--- src/rtl/amba3_axi_wr_slave_pkg.sv ---
// Shared types for the AXI3 write-path slave: burst encodings, response
// codes, FSM state encoding and a small helper for WRAP length legality.
package amba3_axi_wr_slave_pkg;

    typedef enum logic [1:0] {
        FIXED = 2'b00,
        INCR  = 2'b01,
        WRAP  = 2'b10
    } burst_t;

    typedef enum logic [1:0] {
        OKAY   = 2'b00,
        EXOKAY = 2'b01,
        SLVERR = 2'b10,
        DECERR = 2'b11
    } resp_t;

    typedef enum logic [1:0] {
        IDLE = 2'b00,
        DATA = 2'b01,
        RESP = 2'b10
    } state_t;

    localparam int LEN_BITS  = 4;
    localparam int SIZE_BITS = 3;

    // A WRAP burst must be 2, 4, 8 or 16 beats long.
    function automatic logic wrap_len_ok(input logic [LEN_BITS-1:0] len);
        return (len == 4'd1) || (len == 4'd3) || (len == 4'd7) || (len == 4'd15);
    endfunction

endpackage

--- src/rtl/amba3_axi_wr_slave_beat_addr.sv ---
// Per-beat address generator: from the current beat address and the latched
// burst command, computes the address of the following beat and the byte
// lanes the current beat occupies on the data bus. Purely combinational.
module amba3_axi_beat_addr
    import amba3_axi_wr_slave_pkg::*;
#(
    parameter int ADDR_BITS = 32,
    parameter int DATA_BITS = 128
) (
    input  logic [ADDR_BITS-1:0]   cur_addr,
    input  logic [ADDR_BITS-1:0]   start_addr,
    input  logic [LEN_BITS-1:0]    len,
    input  logic [SIZE_BITS-1:0]   size,
    input  logic [1:0]             burst,
    output logic [ADDR_BITS-1:0]   next_addr,
    output logic [DATA_BITS/8-1:0] lane_mask
);

    localparam int STRB_BITS = DATA_BITS / 8;
    localparam logic [ADDR_BITS-1:0] ONE     = ADDR_BITS'(1);
    localparam logic [ADDR_BITS-1:0] STRB_M1 = ADDR_BITS'(STRB_BITS - 1);

    logic [ADDR_BITS-1:0] size_bytes;
    logic [ADDR_BITS-1:0] size_m1;
    logic [ADDR_BITS-1:0] wrap_bytes;
    logic [ADDR_BITS-1:0] wrap_low;
    logic [ADDR_BITS-1:0] seq_addr;
    logic [ADDR_BITS-1:0] incr_addr;
    logic [ADDR_BITS-1:0] lane_lo;
    logic [ADDR_BITS-1:0] lane_hi;

    // Next beat address: INCR realigns to the transfer size after beat 0,
    // WRAP folds back to the wrap-window base when it reaches the window end.
    always_comb begin
        size_bytes = ONE << size;
        size_m1    = size_bytes - ONE;
        wrap_bytes = (ADDR_BITS'(len) + ONE) * size_bytes;
        wrap_low   = start_addr & ~(wrap_bytes - ONE);
        seq_addr   = cur_addr + size_bytes;
        incr_addr  = (cur_addr & ~size_m1) + size_bytes;
        next_addr  = cur_addr;
        case (burst)
            FIXED:   next_addr = cur_addr;
            INCR:    next_addr = incr_addr;
            WRAP:    next_addr = (seq_addr == wrap_low + wrap_bytes) ? wrap_low : seq_addr;
            default: next_addr = cur_addr;
        endcase
    end

    // Active lanes run from the beat's own byte offset up to the end of its
    // size-aligned container, both taken modulo the bus width.
    always_comb begin
        lane_lo   = cur_addr & STRB_M1;
        lane_hi   = (cur_addr | size_m1) & STRB_M1;
        lane_mask = '0;
        for (int i = 0; i < STRB_BITS; i++) begin
            lane_mask[i] = (ADDR_BITS'(i) >= lane_lo) && (ADDR_BITS'(i) <= lane_hi);
        end
    end

endmodule

--- src/rtl/amba3_axi_wr_slave.sv ---
// AXI3 write-path slave front end. Accepts one AW burst at a time, walks the
// burst beat by beat onto an SRAM-style write port with lane-masked strobes,
// and returns one B response per burst.
//
// Handshakes: a transfer on any channel (AW, W, B) happens on the rising edge
// where both valid and ready are high. The sender holds valid and payload
// stable until that edge; ready may rise or fall freely. On W, ready is
// simply mem_ready while a burst is in its data phase, so a write beat and a
// memory write happen on the same edge.
module amba3_axi_wr_slave
    import amba3_axi_wr_slave_pkg::*;
#(
    parameter int TXID_BITS = 4,
    parameter int ADDR_BITS = 32,
    parameter int DATA_BITS = 128
) (
    input  logic                   aclk,
    input  logic                   areset,
    input  logic [TXID_BITS-1:0]   awid,
    input  logic [ADDR_BITS-1:0]   awaddr,
    input  logic [3:0]             awlen,
    input  logic [2:0]             awsize,
    input  logic [1:0]             awburst,
    input  logic                   awvalid,
    output logic                   awready,
    input  logic [TXID_BITS-1:0]   wid,
    input  logic [DATA_BITS-1:0]   wdata,
    input  logic [DATA_BITS/8-1:0] wstrb,
    input  logic                   wlast,
    input  logic                   wvalid,
    output logic                   wready,
    output logic [TXID_BITS-1:0]   bid,
    output logic [1:0]             bresp,
    output logic                   bvalid,
    input  logic                   bready,
    output logic                   mem_we,
    output logic [ADDR_BITS-1:0]   mem_addr,
    output logic [DATA_BITS-1:0]   mem_wdata,
    output logic [DATA_BITS/8-1:0] mem_wstrb,
    input  logic                   mem_ready,
    output logic [1:0]             dbg_state
);

    localparam int STRB_BITS = DATA_BITS / 8;
    localparam int DATA_BASE = $clog2(STRB_BITS);
    localparam logic [2:0] MAX_SIZE = 3'(DATA_BASE);

    state_t                 state;
    logic [TXID_BITS-1:0]   id_q;
    logic [ADDR_BITS-1:0]   addr_q;
    logic [ADDR_BITS-1:0]   start_q;
    logic [3:0]             len_q;
    logic [2:0]             size_q;
    logic [1:0]             burst_q;
    logic [3:0]             beat_q;
    logic                   cmd_err_q;
    logic                   beat_err_q;

    logic [ADDR_BITS-1:0]   next_addr;
    logic [STRB_BITS-1:0]   lane_mask;
    logic [ADDR_BITS-1:0]   aw_size_bytes;
    logic                   aw_cmd_err;
    logic                   w_acc;
    logic                   last_beat;
    logic                   beat_bad;

    amba3_axi_beat_addr #(
        .ADDR_BITS (ADDR_BITS),
        .DATA_BITS (DATA_BITS)
    ) u_beat_addr (
        .cur_addr   (addr_q),
        .start_addr (start_q),
        .len        (len_q),
        .size       (size_q),
        .burst      (burst_q),
        .next_addr  (next_addr),
        .lane_mask  (lane_mask)
    );

    // Command legality is judged once, on the AW payload, and held for the burst.
    always_comb begin
        aw_size_bytes = ADDR_BITS'(1) << awsize;
        aw_cmd_err    = (awsize > MAX_SIZE)
                      || (awburst == 2'b11)
                      || ((awburst == WRAP)
                          && (!wrap_len_ok(awlen) || (|(awaddr & (aw_size_bytes - ADDR_BITS'(1))))));
    end

    // Data-phase beat acceptance, memory port drive and per-beat protocol checks.
    always_comb begin
        wready    = (state == DATA) && mem_ready;
        w_acc     = wready && wvalid;
        mem_we    = w_acc && !cmd_err_q;
        mem_addr  = addr_q;
        mem_wdata = wdata;
        mem_wstrb = wstrb & lane_mask;
        last_beat = (beat_q == len_q);
        beat_bad  = (wid != id_q) || (wlast != last_beat);
        dbg_state = state;
    end

    // Burst FSM: IDLE takes a command, DATA consumes len+1 beats, RESP holds B.
    always_ff @(posedge aclk) begin
        if (areset) begin
            state      <= IDLE;
            awready    <= 1'b0;
            bvalid     <= 1'b0;
            bid        <= '0;
            bresp      <= OKAY;
            id_q       <= '0;
            addr_q     <= '0;
            start_q    <= '0;
            len_q      <= '0;
            size_q     <= '0;
            burst_q    <= '0;
            beat_q     <= '0;
            cmd_err_q  <= 1'b0;
            beat_err_q <= 1'b0;
        end else begin
            case (state)
                IDLE: begin
                    if (awvalid && awready) begin
                        id_q       <= awid;
                        addr_q     <= awaddr;
                        start_q    <= awaddr;
                        len_q      <= awlen;
                        size_q     <= awsize;
                        burst_q    <= awburst;
                        beat_q     <= '0;
                        cmd_err_q  <= aw_cmd_err;
                        beat_err_q <= 1'b0;
                        awready    <= 1'b0;
                        state      <= DATA;
                    end else begin
                        awready <= 1'b1;
                    end
                end
                DATA: begin
                    if (w_acc) begin
                        addr_q     <= next_addr;
                        beat_q     <= beat_q + 4'd1;
                        beat_err_q <= beat_err_q || beat_bad;
                        if (last_beat) begin
                            state  <= RESP;
                            bvalid <= 1'b1;
                            bid    <= id_q;
                            bresp  <= (cmd_err_q || beat_err_q || beat_bad) ? SLVERR : OKAY;
                        end
                    end
                end
                RESP: begin
                    if (bready) begin
                        bvalid  <= 1'b0;
                        awready <= 1'b1;
                        state   <= IDLE;
                    end
                end
                default: begin
                    state   <= IDLE;
                    awready <= 1'b0;
                    bvalid  <= 1'b0;
                end
            endcase
        end
    end

endmodule

--- config.mk ---
export PLATFORM = sky130hd
export DESIGN_NAME = amba3_axi_wr_slave
export DESIGN_NICKNAME = d
export VERILOG_FILES = /design/src/rtl/amba3_axi_wr_slave_pkg.sv /design/src/rtl/amba3_axi_wr_slave_beat_addr.sv /design/src/rtl/amba3_axi_wr_slave.sv
export SDC_FILE = /design/constraint.sdc
export NUM_CORES = 1
export LEC_CHECK = 0
export BUFFER_PORTS_ARGS = -buffer_cell sky130_fd_sc_hd__buf_4
export CAP_MARGIN = 30
export CORE_MARGIN = 4
export CORE_UTILIZATION = 47
export CTS_CLUSTER_DIAMETER = 40
export DETAILED_ROUTE_END_ITERATION = 8
export GPL_TIMING_DRIVEN = 0
export HOLD_SLACK_MARGIN = 0.06
export PLACE_DENSITY = 0.82
export SLEW_MARGIN = 0
export SYNTH_ARGS = -nofsm -noshare
export SYNTH_HDL_FRONTEND = slang
export SYNTH_SLANG_ARGS = --single-unit
--- constraint.sdc ---
create_clock -name aclk -period 7.6 [get_ports aclk]
set_input_delay 1.14 -clock aclk [delete_from_list [all_inputs] [get_ports aclk]]
set_output_delay 1.14 -clock aclk [all_outputs]
set_load 0.005 [all_outputs]
* Word level (Yosys, flattened, before mapping) *
Cells that the tools add are included.

storage, ports and cells
  register bits = 93
  latch bits = 0
  bits in writable memories = 0
  memory bits (read-only) = 0
  input port bits = 200
  output and inout bits = 188
  logic and storage cells = 153
  memories = 0

cells by class
  add/sub/neg operators = 8
  $mul = 1
  divide/modulo/power cells = 0
  order comparisons = 33
  equality and inequality tests = 19
  shift operators = 2
  muxes and demuxes = 24
  bitwise operators = 9
  reductions and logical operators = 43

operators with widths
  kind                                                                                number
  32-bit case mux with 2 select lines                                                 2
  32-bit adder                                                                        3
  32-bit bitwise AND                                                                  3
  32-bit two-way mux                                                                  3
  32-bit by 1-bit subtractor with 32-bit output, second input constant                3
  32-bit inverter                                                                     2
  1-bit by 3-bit << shifter with 32-bit output, first input constant                  2
  32-bit == test                                                                      1
  4-bit greater-or-equal comparator, first input constant                             8
  4-bit less-or-equal comparator, first input constant                                8
  32-bit by 32-bit multiplier with 32-bit output                                      1
  32-bit OR reduction                                                                 1
  1-bit logical AND                                                                   21
  16-bit bitwise AND                                                                  1
  3-bit by 4-bit greater-or-equal comparator with 1-bit output, first input constant  4
  3-bit by 4-bit less-or-equal comparator with 1-bit output, first input constant     4
  4-bit AND reduction                                                                 3
  1-bit logical OR                                                                    10
  2-bit two-way mux                                                                   5
  2-bit == test, second input constant                                                4
  1-bit by 4-bit greater-or-equal comparator with 1-bit output, first input constant  2
  2-bit by 4-bit greater-or-equal comparator with 1-bit output, first input constant  2
  1-bit by 4-bit less-or-equal comparator with 1-bit output, first input constant     2
  2-bit by 4-bit less-or-equal comparator with 1-bit output, first input constant     2
  26 further kinds                                                                    42

* Logic depth before layout (Yosys ltp) *
  depth after elaboration = 11
  gate-level depth with buffers = 35
  gate-level depth less buffers = 30

* Hierarchy *
Synthesis repeated with hierarchy kept, for this count alone.

unflattened totals
  cells, all modules = 1603
  area, all modules = 11778.8 sq um

modules (own cells, without submodules)
  module               instances  cells each  area each (sq um)  seq. area each (sq um)
  amba3_axi_beat_addr  1          1018        6886.6             0.0
  amba3_axi_wr_slave   1          585         4892.2             1841.8

* Least setup slack after synthesis *
Ideal clock, no wire load.

  path kind = reg2reg
  start = register size_q[2]
  end = register addr_q[21] (netlist: mem_addr[21])
  setup time = 0.076 ns
  data arrival time = 8.224 ns
  data required time = 7.524 ns
  path slack = -0.700 ns
  stages on the path, launching flop included = 35
  path buffers = 8
  period minus slack after synthesis = 8.300 ns
  cell sequence = dfxtp_1 clkbuf_1 clkbuf_1 clkbuf_1 nand2b_1 nor2_1 fa_1 fa_1 inv_1 fa_1 inv_1 ha_1 o211ai_1 o211a_1 o211a_1 or3_1 clkbuf_1 clkbuf_1 nor4_1 ha_1 and2_1 ha_1 nor2_1 or2_2 o32ai_1 buf_2 a221oi_1 nand3_1 nand3_1 nor4_4 and3_1 buf_4 buf_6 mux2_1 o22ai_1

on the way
  longest elaborated chain between the ends = 11
  elaborated cells on any way between the ends = 16
  those cells by class = add/sub (5); mul (1); eq/ne (1); shift (1); mux (4); bitwise (4)

ends and longest elaborated chain
  item                                            RTL line                            RTL
  start, declared                                 amba3_axi_wr_slave.sv:53            logic [2:0] size_q;
  start signal, assigned                          amba3_axi_wr_slave.sv:127           size_q <= awsize;
  1-bit by 3-bit << shifter with 32-bit output *  amba3_axi_wr_slave_beat_addr.sv:35  size_bytes = ONE << size;
  32-bit by 32-bit multiplier with 32-bit output  amba3_axi_wr_slave_beat_addr.sv:37  wrap_bytes = (ADDR_BITS'(len) + ONE) * size_bytes;
  32-bit by 1-bit subtractor with 32-bit output   amba3_axi_wr_slave_beat_addr.sv:38  wrap_low = start_addr & ~(wrap_bytes - ONE);
  32-bit inverter                                 amba3_axi_wr_slave_beat_addr.sv:38
  32-bit bitwise AND                              amba3_axi_wr_slave_beat_addr.sv:38
  32-bit adder                                    amba3_axi_wr_slave_beat_addr.sv:45  WRAP: next_addr = (seq_addr == wrap_low + wrap_bytes) ? wrap_low : seq_addr;
  32-bit == test                                  amba3_axi_wr_slave_beat_addr.sv:45
  32-bit two-way mux                              amba3_axi_wr_slave_beat_addr.sv:45
  32-bit case mux with 2 select lines *           amba3_axi_wr_slave_beat_addr.sv:42  case (burst)
  32-bit two-way mux *                            amba3_axi_wr_slave.sv:139           if (w_acc) begin
  32-bit case mux with 2 select lines *           amba3_axi_wr_slave.sv:120           case (state)
  end signal, assigned                            amba3_axi_wr_slave.sv:124           addr_q <= awaddr;
  end signal, assigned                            amba3_axi_wr_slave.sv:140           addr_q <= next_addr;
  end, declared                                   amba3_axi_wr_slave.sv:50            logic [ADDR_BITS-1:0] addr_q;

Every way passes the cells marked *; elsewhere a longest branch is shown, timed or not. The select of a mux whose other input is x is not followed.
A chain may end at the register's enable or synchronous reset.

* Final worst setup path *
  start = register size_q[1]
  end = register addr_q[15] (netlist: mem_addr[15])

The elaborated chain is that of the path after synthesis.

==> qor.yml <==
worst_setup_path:
  slowest_delay_ns: 0.61
  slowest_stage: "or4_4"
  crit_family: "simple AND/OR/NAND/NOR gates"
  path_max_fanout: 7
  cp.buffers_inverters: 7
  critPathRequiredTime_ns: 7.81
  reg2reg_from: "size_q[1]"
  r2r-end: "mem_addr[15]"
  cp-start-kind: "flop"
  worst_r2r_path_depth: 31
  crit_arrival_ns: 8.33
  reg2reg_slack_ns: -0.52
  endpoint_kind: "flop"
  critPathKind: "reg -> reg"
  crit_start: "size_q[1]"
  crit_top_cell: "buf_4"
floorplan:
  die_h_um: 163
  core_area_mm2: 0.0235
  fp.dieW_um: 163
  die-area_mm2: 0.0265
  rows: 56
  io_pins: 388
  start_util_pct: 47.9
sta:
  timing.final.ws_setup_ns: -0.522
  tightestPinTransition_ns: 1.02
  holdWs_ns: 0.465
  rsz0062_at_grt: "yes"
  setup_viol: 32
  finClkSkew_ns: 0.00735
  fmax_mhz: 123
  finalMaxSlewViolations: 0
  slew_headroom_pct: 31.4
  period_needed_ns: 8.12
  hold_violations: 0
  period_share_pct: 107
route:
  drt_pass1_iterations: 6
  vias: 13229
  drt-vias-per-instance: 5.98
  drt-wirelength-per-cell_um: 20.5
  drc: 0
  drt_first_iter_violations: 1608
  final_antenna_net_count: 0
  drt-total-wl_um: 45500
finish:
  final_common_cell: "buf_4"
  nets: 2155
  final_cells: 2213
  utilization_pct: 65.7
  finish.instance_area_mm2: 0.0155
  layout_common_cells: "446 x buf_4, 189 x nand2_1, 116 x nor2_1"
  layout-drive-gt1-share_pct: 32.9
  syn_to_final_growth_pct: 37.3
clock_network:
  cts.clk_slew.worst_paths_ns: 0.08
  h-tree-depth: 3
  clock_sinks: 92
  cts_root_buf: "clkbuf_16"
  cts_tree: "done"
  clock_latency_ns: 0.35
  cts_buffers: 9
  cts_hold_buf: 0
  clockBufferDepth: 2
logic_synthesis:
  ys_seq_area_share_pct: 16.3
  postSynthCellCount: 1552
  synth_cell_types: 91
  yosysTopAreaCellShare_pct: 16.3
  avgSynthCellArea_um2: 7.26
  synth_area_leaders: "dfxtp_1 16%, buf_4 8.7%, nand2_1 6.4%, xnor2_1 5.9%, ha_1 5.2%"
  synth-compound-area-share_pct: 24.0
  synth_top_family_by_area: "compound AO/OA/AOI/OAI gates"
  synth_edf_count: 0
  synth-xor-area-share_pct: 10.0
  syn_area_mm2: 0.0113
  synth_fa_ha_area_share_pct: 8.77
  yosysTopAreaCell: "dfxtp_1"
  syn_nets: 1819
  ys.flop_type: "dfxtp_1"
  synthMuxAreaShare_pct: 3.22
  yosys.area_share.simple_pct: 23.9
  synth_seq_cells: 92
  ys_async_sr_fraction_pct: 0
  yosysWarnings: 0
hold_path:
  hold_class: "reg -> reg"
  hp-start: "start_q[8]"
  min_to: "start_q[8]"
  whs_path_depth: 2
global_routing:
  antenna_found_initial: 1
  grtUsageTotal_pct: 32.2
  grt_max_degree: 18
  grt_pass1_vias: 12620
  grt_pass1_wl_um: 68500
  grt_overflow_total: 0
power:
  ir_drop_v: 0.0000883
  fin_total_pwr_mw: 1.85
  pwr-share-comb_pct: 43.4
  pwr_density_cell_mw_per_mm2: 120
  switching_share_pct: 38.1
  power.leakage_nw: 6.61
  p_int_mw: 1.15
  netSwitchingPower_mw: 0.707
  seq_power_share_pct: 30.4
  p_clk_share_pct: 26.2
placed_design:
  dp.cells: 2131
  gp_congestion: 0.979
  place.port_buffers: 258
  place_area_mm2: 0.0139
  hpwl_um: 35200
outcome:
  violations: "negative setup slack"
  status: "complete, but fails checks"
run:
  drv_cap: 0
==> synthesized netlist by cell type, drive strengths merged (7+ instances only) <==
cell type  instances
buf              142
xor2              48
nor2b             14
o41ai              8
and2              15
or3               12
or4                8
nand4             19
a21o              11
inv               55
nor4              19
clkbuf            75
nor3              37
nand2            193
o211ai            11
a211oi            15
a21boi             9
a22oi              9
a221oi            14
o21ai             82
nor2             128
o21bai             8
dfxtp             92
a21oi            109
or2                8
nand3             27
o211a              8
o22ai             17
fa                20
o21ba              8
mux2i             25
and3              20
mux2              10
xnor2             76
nor3b              7
a31oi             24
nand2b            30
ha                47
o31ai             16
==> flip-flops by register name, summed over array words and instances, names as in the netlist <==
register	flops
start_q	32
size_q	3
mem_addr	32
beat_err_q	1
cmd_err_q	1
id_q	4
bid	4
beat_q	4
burst_q	2
awready	1
dbg_state	2
bvalid	1
len_q	4
bresp	1
==> kinds of logic (layout without fill, tap and decap cells) <==
logic type / Yosys count / after routing
AO/OA/AOI/OAI: 403 / 403
XOR/XNOR: 126 / 126
adder cells (fa/ha/maj): 67 / 67
flip-flops: 92 / 92
multiplexers: 35 / 35
buffers and inverters: 274 / 615
AND/OR/NAND/NOR: 554 / 554
other: 1 / 2
==> power by group through the flow <==
stage / sequential, mW / clock, mW / combinational [mW]
3_5_place_dp: 0.571 / 0 / 0.711
4_1_cts: 0.559 / 0.484 / 0.766
3_3_place_gp: 0.571 / 0 / 0.700
6_report: 0.563 / 0.486 / 0.805
5_1_grt: 0.565 / 0.503 / 0.860
2_1_floorplan: 0.552 / 0 / 0.455
==> area by class of cell <==
class | count | area, um^2
multi-input cells | 1186 | 8620
fillers | 2045 | 8070
repair buffers | 326 | 2500
flip-flops and latches | 92 | 1860
plain buffers | 216 | 1570
well taps | 319 | 399
clock buffers | 9 | 225
inverters | 57 | 216
clock inverters | 7 | 83.8
diodes | 1 | 2.50
==> how the worst max path moves through the flow <==
stage,endpoint,slack [ns],depth (start not counted)
final,mem_addr[15],-0.52,31
after global routing,mem_addr[31],-0.76,35
after CTS,mem_addr[21],-0.36,31
after detailed placement,mem_addr[15],-1.28,32
after global placement,mem_addr[15],-1.19,32
after floorplan,mem_addr[21],0.0007,30
==> stage by stage <==
| stage | TNS, ns | setup slack, ns |
|---|---|---|
| floorplan | 0 | 0.000686 |
| global placement | -30.52 | -1.19 |
| detailed placement | -34.16 | -1.28 |
| CTS | -8.86 | -0.358 |
| global route | -21.51 | -0.757 |
| finish | -13.39 | -0.522 |
==> worst min-delay path, stage by stage (launching register included) <==
cell and delay [ns]:
dfxtp_1 0.32, nand2_1 0.05, a21oi_1 0.05
==> metal layers <==
| layer | GRT usage, % | vias up | wire length (um) |
|---|---|---|---|
| met5 | 0 | - | 0 |
| met3 | 7.77 | 118 | 5640 |
| met1 | 42.3 | 6203 | 17500 |
| met2 | 52.8 | 841 | 21100 |
| li1 | - | 6067 | - |
| met4 | 9.45 | 0 | 1270 |
==> what timing repair did <==
action	in CTS	in global routing
endpoints found under the setup margin	32	32
resized for setup	118	37
endpoints found under the hold margin	0	0
setup buffers	50	15
cloned	2	0
pin swaps	51	40
No activity file was read; power rests on OpenSTA's default activity.
